### src/rtl/term_input_decoder_pkg.sv
// Shared key codes, ASCII constants, FSM encoding and byte-class helpers
// for the terminal input decoder.
package term_input_decoder_pkg;

    typedef enum logic [2:0] {
        KEY_CHAR  = 3'd0,
        KEY_UP    = 3'd1,
        KEY_DOWN  = 3'd2,
        KEY_RIGHT = 3'd3,
        KEY_LEFT  = 3'd4,
        KEY_ESC   = 3'd5,
        KEY_ENTER = 3'd6
    } key_code_e;

    typedef enum logic [1:0] {
        ST_IDLE   = 2'd0,
        ST_ESC    = 2'd1,
        ST_CSI_P1 = 2'd2,
        ST_CSI_P2 = 2'd3
    } state_e;

    localparam logic [7:0] ASCII_SPACE    = 8'd32;
    localparam logic [7:0] ASCII_ESC      = 8'd27;
    localparam logic [7:0] ASCII_LBRACKET = 8'd91;
    localparam logic [7:0] ASCII_SEMI     = 8'd59;
    localparam logic [7:0] ASCII_CR       = 8'd13;
    localparam logic [7:0] ASCII_LF       = 8'd10;
    localparam logic [7:0] ASCII_TILDE    = 8'h7E;
    localparam logic [7:0] ASCII_ZERO     = 8'h30;
    localparam logic [7:0] ASCII_NINE     = 8'h39;
    localparam logic [7:0] ASCII_AT       = 8'h40;
    localparam logic [7:0] ASCII_UC_A     = 8'h41;
    localparam logic [7:0] ASCII_UC_D     = 8'h44;
    localparam logic [7:0] ASCII_UC_R     = 8'h52;

    function automatic logic is_printable(input logic [7:0] b);
        return (b >= ASCII_SPACE) && (b <= ASCII_TILDE);
    endfunction

    function automatic logic is_digit(input logic [7:0] b);
        return (b >= ASCII_ZERO) && (b <= ASCII_NINE);
    endfunction

    function automatic logic is_arrow(input logic [7:0] b);
        return (b >= ASCII_UC_A) && (b <= ASCII_UC_D);
    endfunction

endpackage

### src/rtl/term_input_decoder_csi_param_acc.sv
// Saturating decimal accumulator for one CSI numeric parameter.
module csi_param_acc
    import term_input_decoder_pkg::*;
(
    input  logic       clk,
    input  logic       rst,
    input  logic       clr,
    input  logic       dig_en,
    input  logic [3:0] dig,
    output logic [7:0] value
);

    logic [7:0]  value_q;
    logic [7:0]  value_d;
    logic [11:0] next_s;

    // value*10 + digit at 12 bits, clamped to 255
    always_comb begin
        next_s  = ({4'd0, value_q} * 12'd10) + {8'd0, dig};
        value_d = value_q;
        if (clr) begin
            value_d = 8'd0;
        end else if (dig_en) begin
            value_d = (next_s > 12'd255) ? 8'd255 : next_s[7:0];
        end else begin
            value_d = value_q;
        end
    end

    always_ff @(posedge clk or posedge rst) begin
        if (rst) begin
            value_q <= 8'd0;
        end else begin
            value_q <= value_d;
        end
    end

    assign value = value_q;

endmodule

### src/rtl/term_input_decoder.sv
// Terminal input byte-stream decoder: printable keys, Enter, lone ESC by
// timeout, CSI arrows and the ESC [ row ; col R cursor-position report.
module term_input_decoder
    import term_input_decoder_pkg::*;
#(
    parameter int ESC_TIMEOUT = 4,
    parameter int DEF_ROW     = 24,
    parameter int DEF_COL     = 80
) (
    input  logic       clk,
    input  logic       rst,
    input  logic       in_valid,
    input  logic [7:0] in_data,
    output logic       key_valid,
    output logic [2:0] key_code,
    output logic [7:0] key_char,
    output logic       size_valid,
    output logic [7:0] n_row,
    output logic [7:0] n_col,
    output logic       err
);

    localparam int TW = $clog2(ESC_TIMEOUT + 1);
    localparam logic [TW-1:0] TIMER_LAST = TW'(ESC_TIMEOUT - 1);

    state_e    state_q, state_d;
    logic [TW-1:0] timer_q, timer_d;
    logic      key_valid_q, key_valid_d;
    key_code_e key_code_q, key_code_d;
    logic [7:0] key_char_q, key_char_d;
    logic      size_valid_q, size_valid_d;
    logic [7:0] n_row_q, n_row_d;
    logic [7:0] n_col_q, n_col_d;
    logic      err_q, err_d;

    logic       p_clr_s;
    logic       p1_dig_en_s;
    logic       p2_dig_en_s;
    logic [7:0] p1_s;
    logic [7:0] p2_s;
    logic       in_p2_s;
    logic       timeout_s;

    csi_param_acc u_p1 (
        .clk    (clk),
        .rst    (rst),
        .clr    (p_clr_s),
        .dig_en (p1_dig_en_s),
        .dig    (in_data[3:0]),
        .value  (p1_s)
    );

    csi_param_acc u_p2 (
        .clk    (clk),
        .rst    (rst),
        .clr    (p_clr_s),
        .dig_en (p2_dig_en_s),
        .dig    (in_data[3:0]),
        .value  (p2_s)
    );

    assign in_p2_s   = (state_q == ST_CSI_P2);
    assign timeout_s = !in_valid && (timer_q == TIMER_LAST);

    // Next-state, timer and event decode for one consumed byte or idle cycle
    always_comb begin
        state_d      = state_q;
        timer_d      = timer_q;
        key_valid_d  = 1'b0;
        size_valid_d = 1'b0;
        err_d        = 1'b0;
        key_code_d   = key_code_q;
        key_char_d   = key_char_q;
        n_row_d      = n_row_q;
        n_col_d      = n_col_q;
        p_clr_s      = 1'b0;
        p1_dig_en_s  = 1'b0;
        p2_dig_en_s  = 1'b0;

        case (state_q)
            ST_IDLE: begin
                timer_d = '0;
                if (!in_valid) begin
                    state_d = ST_IDLE;
                end else if (is_printable(in_data)) begin
                    key_valid_d = 1'b1;
                    key_code_d  = KEY_CHAR;
                    key_char_d  = in_data;
                end else if ((in_data == ASCII_CR) || (in_data == ASCII_LF)) begin
                    key_valid_d = 1'b1;
                    key_code_d  = KEY_ENTER;
                    key_char_d  = 8'd0;
                end else if (in_data == ASCII_ESC) begin
                    state_d = ST_ESC;
                end else begin
                    state_d = ST_IDLE;
                end
            end

            ST_ESC: begin
                if (in_valid) begin
                    timer_d = '0;
                    if (in_data == ASCII_LBRACKET) begin
                        state_d = ST_CSI_P1;
                        p_clr_s = 1'b1;
                    end else if (in_data == ASCII_ESC) begin
                        key_valid_d = 1'b1;
                        key_code_d  = KEY_ESC;
                        key_char_d  = 8'd0;
                    end else begin
                        err_d   = 1'b1;
                        state_d = ST_IDLE;
                    end
                end else if (timeout_s) begin
                    timer_d     = '0;
                    key_valid_d = 1'b1;
                    key_code_d  = KEY_ESC;
                    key_char_d  = 8'd0;
                    state_d     = ST_IDLE;
                end else begin
                    timer_d = timer_q + TW'(1'b1);
                end
            end

            ST_CSI_P1, ST_CSI_P2: begin
                if (in_valid) begin
                    timer_d = '0;
                    if (is_digit(in_data)) begin
                        p1_dig_en_s = !in_p2_s;
                        p2_dig_en_s = in_p2_s;
                    end else if (in_data == ASCII_SEMI) begin
                        err_d   = in_p2_s;
                        state_d = in_p2_s ? ST_IDLE : ST_CSI_P2;
                    end else if (is_arrow(in_data) && !in_p2_s) begin
                        key_valid_d = 1'b1;
                        key_code_d  = key_code_e'(in_data[2:0]);
                        key_char_d  = 8'd0;
                        state_d     = ST_IDLE;
                    end else if ((in_data == ASCII_UC_R) && in_p2_s) begin
                        size_valid_d = 1'b1;
                        n_row_d      = p1_s;
                        n_col_d      = p2_s;
                        state_d      = ST_IDLE;
                    end else if (in_data == ASCII_ESC) begin
                        // ESC aborts the sequence but also starts a new one
                        err_d   = 1'b1;
                        state_d = ST_ESC;
                    end else begin
                        err_d   = 1'b1;
                        state_d = ST_IDLE;
                    end
                end else if (timeout_s) begin
                    timer_d = '0;
                    err_d   = 1'b1;
                    state_d = ST_IDLE;
                end else begin
                    timer_d = timer_q + TW'(1'b1);
                end
            end

            default: begin
                timer_d = '0;
                state_d = ST_IDLE;
            end
        endcase
    end

    // FSM state, timer and all registered outputs
    always_ff @(posedge clk or posedge rst) begin
        if (rst) begin
            state_q      <= ST_IDLE;
            timer_q      <= '0;
            key_valid_q  <= 1'b0;
            key_code_q   <= KEY_CHAR;
            key_char_q   <= 8'd0;
            size_valid_q <= 1'b0;
            n_row_q      <= 8'(DEF_ROW);
            n_col_q      <= 8'(DEF_COL);
            err_q        <= 1'b0;
        end else begin
            state_q      <= state_d;
            timer_q      <= timer_d;
            key_valid_q  <= key_valid_d;
            key_code_q   <= key_code_d;
            key_char_q   <= key_char_d;
            size_valid_q <= size_valid_d;
            n_row_q      <= n_row_d;
            n_col_q      <= n_col_d;
            err_q        <= err_d;
        end
    end

    assign key_valid  = key_valid_q;
    assign key_code   = key_code_q;
    assign key_char   = key_char_q;
    assign size_valid = size_valid_q;
    assign n_row      = n_row_q;
    assign n_col      = n_col_q;
    assign err        = err_q;

endmodule

### config.mk
export PLATFORM = sky130hd
export DESIGN_NAME = term_input_decoder
export DESIGN_NICKNAME = d
export VERILOG_FILES = /design/src/rtl/term_input_decoder_pkg.sv /design/src/rtl/term_input_decoder_csi_param_acc.sv /design/src/rtl/term_input_decoder.sv
export SDC_FILE = /design/constraint.sdc
export NUM_CORES = 1
export LEC_CHECK = 0
export CAP_MARGIN = 10
export CORE_MARGIN = 2
export CORE_UTILIZATION = 50
export DETAILED_ROUTE_END_ITERATION = 8
export PLACE_DENSITY = 0.79
export SYNTH_ARGS = -nofsm -noshare
export SYNTH_HDL_FRONTEND = slang
export SYNTH_SLANG_ARGS = --single-unit
### constraint.sdc
create_clock -name clk -period 3.05 [get_ports clk]
set_input_delay 0.61 -clock clk [delete_from_list [all_inputs] [get_ports clk]]
set_output_delay 0.61 -clock clk [all_outputs]
set_load 0.005 [all_outputs]
### Word-level counts from Yosys, hierarchy flattened

Cells that the tools add are included.

* multiply operators: 2
* $add $sub $neg: 3
* eq/ne operators: 23
* bitwise operators: 3
* muxes and demuxes: 84
* reduce and logical (&&, ||, !) cells: 17
* $lt $le $gt $ge: 8

Operator list (number)
* $mux W8: 17
* $mux W3: 13
* $mux W1: 35
* $mux W2: 13
* $add A12 B4 Y12: 2
* $gt A12 B8 Y1 const B: 2
* $pmux W8 S3: 1
* $mul A8 B3 Y11 const B: 2
* $ne A3 B3 Y1 const B: 7
* $eq A8 B4 Y1 const B: 2
* $eq A8 B7 Y1 const B: 2
* $ge A8 B6 Y1 const B: 2
* $le A8 B7 Y1 const B: 2
* $ne A2 B2 Y1 const B: 5
* $pmux W3 S3: 1
* $reduce_and A9 Y1: 1
* $eq A8 B5 Y1 const B: 1
* $eq A8 B6 Y1 const B: 1
* $ge A8 B7 Y1 const B: 1
* $le A8 B6 Y1 const B: 1
* $logic_and A1 B1 Y1: 6
* $pmux W2 S3: 1
* $pmux W3 S2: 1
* $reduce_and A6 Y1: 1
* 15 further kinds: 20

* logic and storage cells: 151
* flip-flop bits (word level): 51
* output and inout bits: 30
* input port bits: 11

### Logic depth before layout (Yosys ltp)

Gate-level depths: netlist of run 1.

* depth after elaboration: 8
* gate-level depth with buffers: 8
* gate-level depth less buffers: 8

### Modules after synthesis

Synthesis of run 1 repeated with hierarchy kept, for this count alone.

* cells, all modules: 325
* area total of the unflattened synthesis: 3343.2 sq um

By module, submodules not included
* term_input_decoder: cells an instance 159, times used 1, sequential area each 880.8 sq um, area each 1739.2 sq um
* csi_param_acc: cells an instance 83, times used 2, sequential area each 200.2 sq um, area each 802.0 sq um

### Least setup slack after synthesis of run 1

No wires, ideal clock.

* kind: register -> register
* from: register u_p2.value_q[1], in the netlist u_p2.value[1]
* to: register u_p2.value_q[5], in the netlist u_p2.value[5]
* library setup time: 150 ps
* path slack: 103 ps
* required time: 2900 ps
* path buffers: 0
* arrival: 2796 ps
* period minus slack after synthesis: 2947 ps
* cell stages (with the launch flop): 9
* path through: dfrtp_1 -> ha_1 -> ha_1 -> fa_1 -> or4b_1 -> or4b_1 -> o311a_2 -> nor2_4 -> a31oi_1

* cells in the longest elaborated chain, start to end: 6

Ends and longest elaborated chain
* from (decl): line term_input_decoder_csi_param_acc.sv:13 `logic [7:0] value_q;`
* from (signal assigned): line term_input_decoder_csi_param_acc.sv:34 `value_q <= value_d;`
* $mul A8 B3 Y11 *: line term_input_decoder_csi_param_acc.sv:19 `next_s = ({4'd0, value_q} * 12'd10) + {8'd0, dig};`
* $add A12 B4 Y12 *: line term_input_decoder_csi_param_acc.sv:19
* $gt A12 B8 Y1: line term_input_decoder_csi_param_acc.sv:24 `value_d = (next_s > 12'd255) ? 8'd255 : next_s[7:0];`
* $mux W8 *: line term_input_decoder_csi_param_acc.sv:24
* $mux W8 *: line term_input_decoder_csi_param_acc.sv:23 `end else if (dig_en) begin`
* $mux W8 *: line term_input_decoder_csi_param_acc.sv:21 `if (clr) begin`

Every way passes the cells marked *; elsewhere a longest branch is shown, timed or not. The select of a mux whose other input is x is not followed.
A chain may end at the register's enable or synchronous reset.

### Worst setup path after layout of run 1

* from: register u_p2.value_q[1], in the netlist u_p2.value[1]
* to: register u_p2.value_q[2], in the netlist u_p2.value[2]

Same word-level chain as after synthesis.

==> results by group, run 1 <==
Detailed routing
  – Routed length on met3: 351 um
  – DRT antenna net count: 0
  – Vias: 2631
  – Wire length on met2: 3.38 mm
  – Via density per instance: 5.81
  – Number of DRC markers in iteration 0: 170
  – Highest metal used: met4
  – Wl on met1: 3.38 mm
  – Wire per inst: 15.8 um
  – DRC violations left: 0
  – Total wire length: 7.16 mm
  – Drt pass-1 iters: 4

Worst setup path
  – CP max-delay cell: or4b_1
  – Critical-path cell list: ha_1, ha_2, fa_2, or4b_1, or4b_1, o311a_2, nor3_1, a21oi_1
  – Levels on crit path: 8
  – CP most frequent cell: or4b_1
  – Worst R2R Start: u_p2.value[1]$_DFFE_PP0P_
  – Delay-heaviest family, CP: simple AND/OR/NAND/NOR gates
  – R2R cell count: 8
  – Critical Path End: u_p2.value[2]$_DFFE_PP0P_
  – Crit start category: flop
  – Crit end category: flop
  – Crit path largest cell delay: 0.52 ns
  – R2R Path End: u_p2.value[2]$_DFFE_PP0P_
  – Worst setup path startpoint: u_p2.value[1]$_DFFE_PP0P_
  – Setup CP Type: reg -> reg
  – Worst Path Buf+Inv: 0
  – Required time at the worst-slack endpoint: 3.24 ns
  – Crit Path Max Fanout: 3
  – Arrival @ worst endpoint: 3.12 ns
  – Reg-to-reg slack, setup: 0.12 ns

Place
  – DP Area: 0.00392 mm^2
  – HPWL after detailed placement: 5.48 mm
  – Place WS: 0.0225 ns
  – IO Port Bufs: 40
  – GP Congestion: 0.901

Layout
  – Fillers: 518
  – Design area: 0.00402 mm^2
  – Register area: 0.00128 mm^2
  – Multi-input gate area: 0.00192 mm^2
  – Fin nets: 421
  – Layout cell share with drive strength beyond 1: 16.8%
  – Syn-to-layout area delta: 20.5%
  – Post-route core utilization: 63.0%
  – Ant diodes: 0

Die
  – Rows: 29
  – Die H: 85.7 um
  – Starting density of the core: 52.3%
  – Full die area: 0.00735 mm^2
  – I/O pin total: 41
  – Die X: 85.7 um
  – Core Footprint: 0.00639 mm^2

Timing
  – Worst slew pin tran: 0.563 ns
  – Fin. Hold Viols: 0
  – Final number of setup-violating endpoints: 0
  – Part of the cycle the worst path needs: 96.2%
  – Worst setup margin: 0.117 ns
  – Max-slew violations: 0
  – RSZ-0062 raised after global routing: false
  – Slew HR: 62.4%
  – TNS Setup: 0 ns
  – Clock skew: 0.00442 ns
  – Fin crit period: 2.93 ns
  – FMAX: 341 MHz

Logic synthesis
  – Seq/Total Area, Yosys: 38.4%
  – EDFF count, synth: 0
  – Average size of a mapped cell: 10.4 um^2
  – Synth Warn #: 0
  – Yosys top cell by area: dfrtp_1
  – Synth Area in Compound Gates: 14.8%
  – Unique masters post-synth: 59
  – Mapped Area: 0.00334 mm^2
  – Synth Area in Adders: 14.0%
  – Count of state elements after synthesis: 51
  – Post-Synth Simple-Gate Area: 15.8%
  – Largest family of logic cells by synthesized area: simple AND/OR/NAND/NOR gates
  – Synth top area share: 35.2%
  – Post-Syn Instances: 320
  – Post-synth top flop: dfrtp_1
  – Post-synthesis xor/xnor area fraction: 3.15%
  – Mux contribution to synthesized area: 9.45%
  – Ys async rst share: 100%
  – Synth Net Count: 366
  – Top post-synthesis cells by area: dfrtp_1 35%, ha_1 12%, mux2_2 6.4%

Power
  – Leak: 1.98 nW
  – IR drop worst, VDD: 235 uV
  – Net Sw Frac: 26.1%
  – Final Total Pwr: 1.30 mW
  – Clock share of power: 30.0%
  – Switching power total: 339 uW
  – Logic pwr share: 15.0%
  – Power share of the sequential group: 55.0%
  – Pwr per Cell Area: 323 mW/mm^2
  – Cell Int Power: 961 uW

Global route
  – First-pass GRT wire length: 12.4 mm
  – Vias in the first global route: 2673
  – Largest net degree at the start of global routing: 28
  – Total GRT Usage: 20.8%
  – Total gr overflow: 0
  – Antenna violations before repair: 0

Clocking
  – TritonCTS clock tree: yes
  – H-tree Lvls: 2
  – Worst skew pair latency: 0.30 ns
  – Clk slew on worst S/H paths: 0.10 ns
  – Root buffer cell: clkbuf_8
  – CTS sink cnt: 51
  – CTS Hold Bufs: 0
  – Cts bufs inserted: 5
  – CTS Buffer Depth: 2

Min path
  – Hold Path Class: reg -> reg
  – Hold Path Stages: 1

Status
  – Outcome: complete, no violations

Job
  – Max cap viols: 0
## power by group through the flow
stage / Clock, mW / Sequential, mW / Combinational [mW]
2_1_floorplan: 0 / 0.728 / 0.101
3_3_place_gp: 0 / 0.728 / 0.193
3_5_place_dp: 0 / 0.729 / 0.197
4_1_cts: 0.398 / 0.716 / 0.198
5_1_grt: 0.428 / 0.719 / 0.217
6_report: 0.390 / 0.715 / 0.196
## routing by layer
layer	vias to the layer above	global-route usage, %
met5	-	0
met4	0	5.77
met3	6	2.89
met2	74	33.9
met1	1263	29.1
li1	1288	-
## metrics by stage
stage                     cells  hold slack (ns)
after CTS                   453            0.460
after floorplan             320            0.418
final                       453            0.453
after global routing        453            0.501
after global placement      445            0.429
after detailed placement    445            0.447
## cell families after synthesis
group,after synthesis
XOR/XNOR,12
adder cells (fa/ha/maj),35
multiplexers,29
flip-flops,51
buffers and inverters,30
AO/OA/AOI/OAI,77
AND/OR/NAND/NOR,86
## cell usage in the layout, fill, tap and decap left out, types with 3 or more instances in the layout
master / n
mux2i_1: 9
a21o_1: 9
nor3_1: 4
nand3_1: 8
clkdlybuf4s50_1: 40
dfstp_2: 4
inv_1: 19
fa_1: 3
mux2_2: 19
and2_1: 5
o21ai_0: 3
nand3b_1: 3
xor2_1: 4
and3_1: 3
nand2_1: 17
dfrtp_1: 47
nor4b_1: 3
ha_1: 30
a31oi_1: 13
clkbuf_8: 5
or3_1: 4
a21oi_1: 33
nor2_1: 14
xnor2_1: 8
buf_4: 16
## flip-flops by register name (all words and copies together) (netlist names)
name        flops
err             1
state_q         2
n_col           8
key_char        8
u_p2.value      8
n_row           8
size_valid      1
u_p1.value      8
key_valid       1
timer_q         3
key_code        3
## how the worst min path moves through the flow
stage                    startpoint                   end  slack [ns]
2_1_floorplan  timer_q[0]$_DFF_PP0_  timer_q[0]$_DFF_PP0_        0.42
3_3_place_gp   timer_q[0]$_DFF_PP0_  timer_q[0]$_DFF_PP0_        0.43
3_5_place_dp   timer_q[0]$_DFF_PP0_  timer_q[0]$_DFF_PP0_        0.45
4_1_cts        timer_q[0]$_DFF_PP0_  timer_q[0]$_DFF_PP0_        0.46
5_1_grt        timer_q[0]$_DFF_PP0_  timer_q[0]$_DFF_PP0_        0.50
6_report       timer_q[0]$_DFF_PP0_  timer_q[0]$_DFF_PP0_        0.45
## worst register-to-register path, delay by kind of cell (launching register included)
| kind | cells | cell delay (ns) |
|---|---|---|
| AO/OA/AOI/OAI | 2 | 0.27 |
| AND/OR/NAND/NOR | 3 | 1.24 |
| flip-flops | 1 | 0.40 |
| adder cells (fa/ha/maj) | 3 | 0.92 |
## synthesized netlist by cell type, drive strengths merged, types with 3 or more instances
cell / number
dfrtp: 47
a21oi: 33
ha: 31
inv: 20
mux2: 20
nand2: 17
nor2: 16
a31oi: 13
a21o: 9
mux2i: 9
buf: 8
nand3: 8
xnor2: 8
nor3: 6
and2: 5
and3: 4
dfstp: 4
fa: 4
nor4b: 4
or3: 4
xor2: 4
nand3b: 3
nor4: 3
o21ai: 3
## layout make-up
type	count	share of cell area, %
Multi-Input combinational cell	239	47.7
Clock buffer	5	1.71
Tap cell	77	2.40
Timing Repair Buffer	58	13.9
Inverter	20	1.87
Clock inverter	3	0.498
Sequential cell	51	31.9
## timing repair
| action | CTS | global route |
|---|---|---|
| resized for setup | 0 | 3 |
| setup endpoints to repair | 0 | 8 |
| setup buffers | 0 | 0 |
Power figures use the tool's default switching activity.
==> inputs of run 2 (changes only) <==
PLACE_DENSITY = 0.76   (was 0.79)
REMOVE_ABC_BUFFERS = 1   (was unset)
clock period = 3.3 ns   (was 3.05 ns; I/O delays follow)
==> results by group, run 2 (synthesis gave the netlist of run 1 again) <==
Detailed routing
  – Number of DRC markers in iteration 0: 131 (-23%)
  – DRT antenna net count: 0 (unchanged)
  – Vias: 2677 (+1.7%)
  – Total wire length: 7.27 mm (+1.5%)
  – DRC violations left: 0 (unchanged)
  – Via density per instance: 6.00 (+3.3%)
  – Drt pass-1 iters: 5 (+1)
  – Wire per inst: 16.3 um (+3.0%)

Die
  – Core Footprint: 0.00639 mm^2 (unchanged)
  – Die H: 85.7 um (unchanged)
  – I/O pin total: 41 (unchanged)
  – Rows: 29 (unchanged)
  – Starting density of the core: 52.3% (unchanged)
  – Die X: 85.7 um (unchanged)
  – Full die area: 0.00735 mm^2 (unchanged)

Worst setup path
  – Critical-path cell list: ha_1, ha_1, fa_1, or4b_1, or4b_1, o311a_2, nor3_2, a21oi_1
  – CP max-delay cell: or4b_1
  – Reg-to-reg slack, setup: 0.20 ns (+0.08 ns)
  – Arrival @ worst endpoint: 3.30 ns (+0.18 ns)
  – Crit start category: flop
  – Worst R2R Start: u_p2.value[1]$_DFFE_PP0P_
  – Crit end category: flop
  – R2R Path End: u_p2.value[1]$_DFFE_PP0P_
  – Required time at the worst-slack endpoint: 3.50 ns (+0.26 ns)
  – Crit Path Max Fanout: 5 (+2)
  – Crit path largest cell delay: 0.53 ns (about the same)
  – Setup CP Type: reg -> reg
  – R2R cell count: 8 (unchanged)

Global route
  – Met3 Usage GRT: 3.66% (+0.77 points)
  – Total gr overflow: 0 (unchanged)
  – First-pass GRT wire length: 12.4 mm (unchanged)
  – Antenna violations before repair: 0 (unchanged)
  – Met1 usage: 30.2% (+1.1 points)
  – Total GRT Usage: 20.9% (+0.10 points)
  – Largest net degree at the start of global routing: 26 (-7.1%)
  – Vias in the first global route: 2574 (-3.7%)
  – Grt peak-use layer: met2
  – GR Util met2: 33.0% (-0.92 points)

Timing
  – Fin crit period: 3.10 ns (+0.170 ns)
  – Fin. Hold Viols: 0 (unchanged)
  – Part of the cycle the worst path needs: 94.0% (-2.1 points)
  – Clock skew: 0.00697 ns (+0.00254 ns)
  – Worst setup margin: 0.197 ns (+0.0797 ns)
  – FMAX: 322 MHz (-5.5%)
  – RSZ-0062 raised after global routing: false
  – TNS Setup: 0 ns (unchanged)
  – Final number of setup-violating endpoints: 0 (unchanged)
  – Slew HR: 66.0% (+3.6 points)
  – Max-slew violations: 0 (unchanged)
  – Worst slew pin tran: 0.509 ns (-0.0541 ns)

Clocking
  – Root buffer cell: clkbuf_8
  – CTS Buffer Depth: 2 (unchanged)
  – Worst skew pair latency: 0.31 ns (about the same)
  – TritonCTS clock tree: yes
  – H-tree Lvls: 2 (unchanged)
  – Cts bufs inserted: 5 (unchanged)
  – CTS sink cnt: 51 (unchanged)
  – Setup Fix Bufs, Post-CTS: 0 (unchanged)
  – CTS Hold Bufs: 0 (unchanged)
  – Clk slew on worst S/H paths: 0.10 ns (about the same)
  – Cts repair resizes: 0 (unchanged)

Place
  – IO Port Bufs: 40 (unchanged)
  – Place WS: 0.228 ns (+0.206 ns)
  – Inst Count DP: 438 (-1.6%)
  – HPWL after detailed placement: 5.35 mm (-2.3%)
  – GP Congestion: 0.916 (+1.7%)

Layout
  – Ant diodes: 0 (unchanged)
  – Most frequent cells in the layout: 47 x dfrtp_1, 40 x clkdlybuf4s50_1, 33 x a21oi_1
  – Fin nets: 414 (-1.7%)
  – Most common cell after layout, fill and taps aside: dfrtp_1
  – Non-filler instance count after layout: 446 (-1.5%)
  – Layout cell share with drive strength beyond 1: 14.6% (-2.1 points)
  – Syn-to-layout area delta: 18.7%

Power
  – Pwr per Cell Area: 325 mW/mm^2 (+0.54%)
  – IR drop worst, VDD: 263 uV (+12%)
  – Leak: 1.96 nW (-0.86%)

Min path
  – Hold Path Stages: 1 (unchanged)
  – Hold Crit Start: timer_q[0]$_DFF_PP0_
  – Hold Path Class: reg -> reg
  – WHS Endpoint: timer_q[0]$_DFF_PP0_

Job
  – Max cap viols: 0 (unchanged)

Status
  – Outcome: complete, no violations
-- run 2: area by class of cell --
type                    count  area, um^2
clock buffers               5        68.8
flip-flops and latches     51        1280
fillers                   515        2420
multi-input cells         239        1920
clock inverters             3        43.8
repair buffers             51         483
well taps                  77        96.3
inverters                  20        75.1
-- run 2: how the worst max path moves through the flow --
stage / startpoint / to / depth (start not counted)
finish: u_p2.value[1]$_DFFE_PP0P_ / u_p2.value[1]$_DFFE_PP0P_ / 8
global route: u_p2.value[1]$_DFFE_PP0P_ / u_p2.value[1]$_DFFE_PP0P_ / 8
CTS: u_p2.value[1]$_DFFE_PP0P_ / u_p2.value[1]$_DFFE_PP0P_ / 8
detailed placement: u_p2.value[1]$_DFFE_PP0P_ / u_p2.value[0]$_DFFE_PP0P_ / 8
global placement: in_data[2] / key_char[4]$_DFFE_PP0P_ / 7
floorplan: u_p2.value[1]$_DFFE_PP0P_ / u_p2.value[5]$_DFFE_PP0P_ / 8
-- run 2: worst max-delay path, delay by kind of cell, from the launching register on --
kind            cells  cell delay [ns]
compound gates      2             0.27
fa+ha+maj           3             1.05
simple gates        3             1.22
flops               1             0.46
-- run 2: per-layer routing --
metal | share of wire [%] | wire length (um)
met4 | 0.88 | 64
met2 | 47 | 3390
met3 | 5.3 | 382
met1 | 47 | 3430
met5 | 0 | 0
-- run 2: power breakdown --
part	internal [mW]	switching [mW]	leakage [nW]	total (mW)
sequential	0.647	0.0138	0.685	0.661
combinational	0.0890	0.0872	1.22	0.176
clock	0.226	0.225	0.0581	0.451
total	0.962	0.326	1.96	1.29
-- run 2: per-stage QoR --
stage | hold slack, ns | util (%) | power, mW | cell area, um^2
after floorplan | 0.417 | - | 0.760 | 3270
after global placement | 0.429 | 60.2 | 0.845 | 3850
after detailed placement | 0.437 | 60.2 | 0.851 | 3850
after CTS | 0.450 | 62.0 | 1.29 | 3960
after global routing | 0.459 | 62.1 | 1.34 | 3960
final | 0.455 | 62.1 | 1.29 | 3960
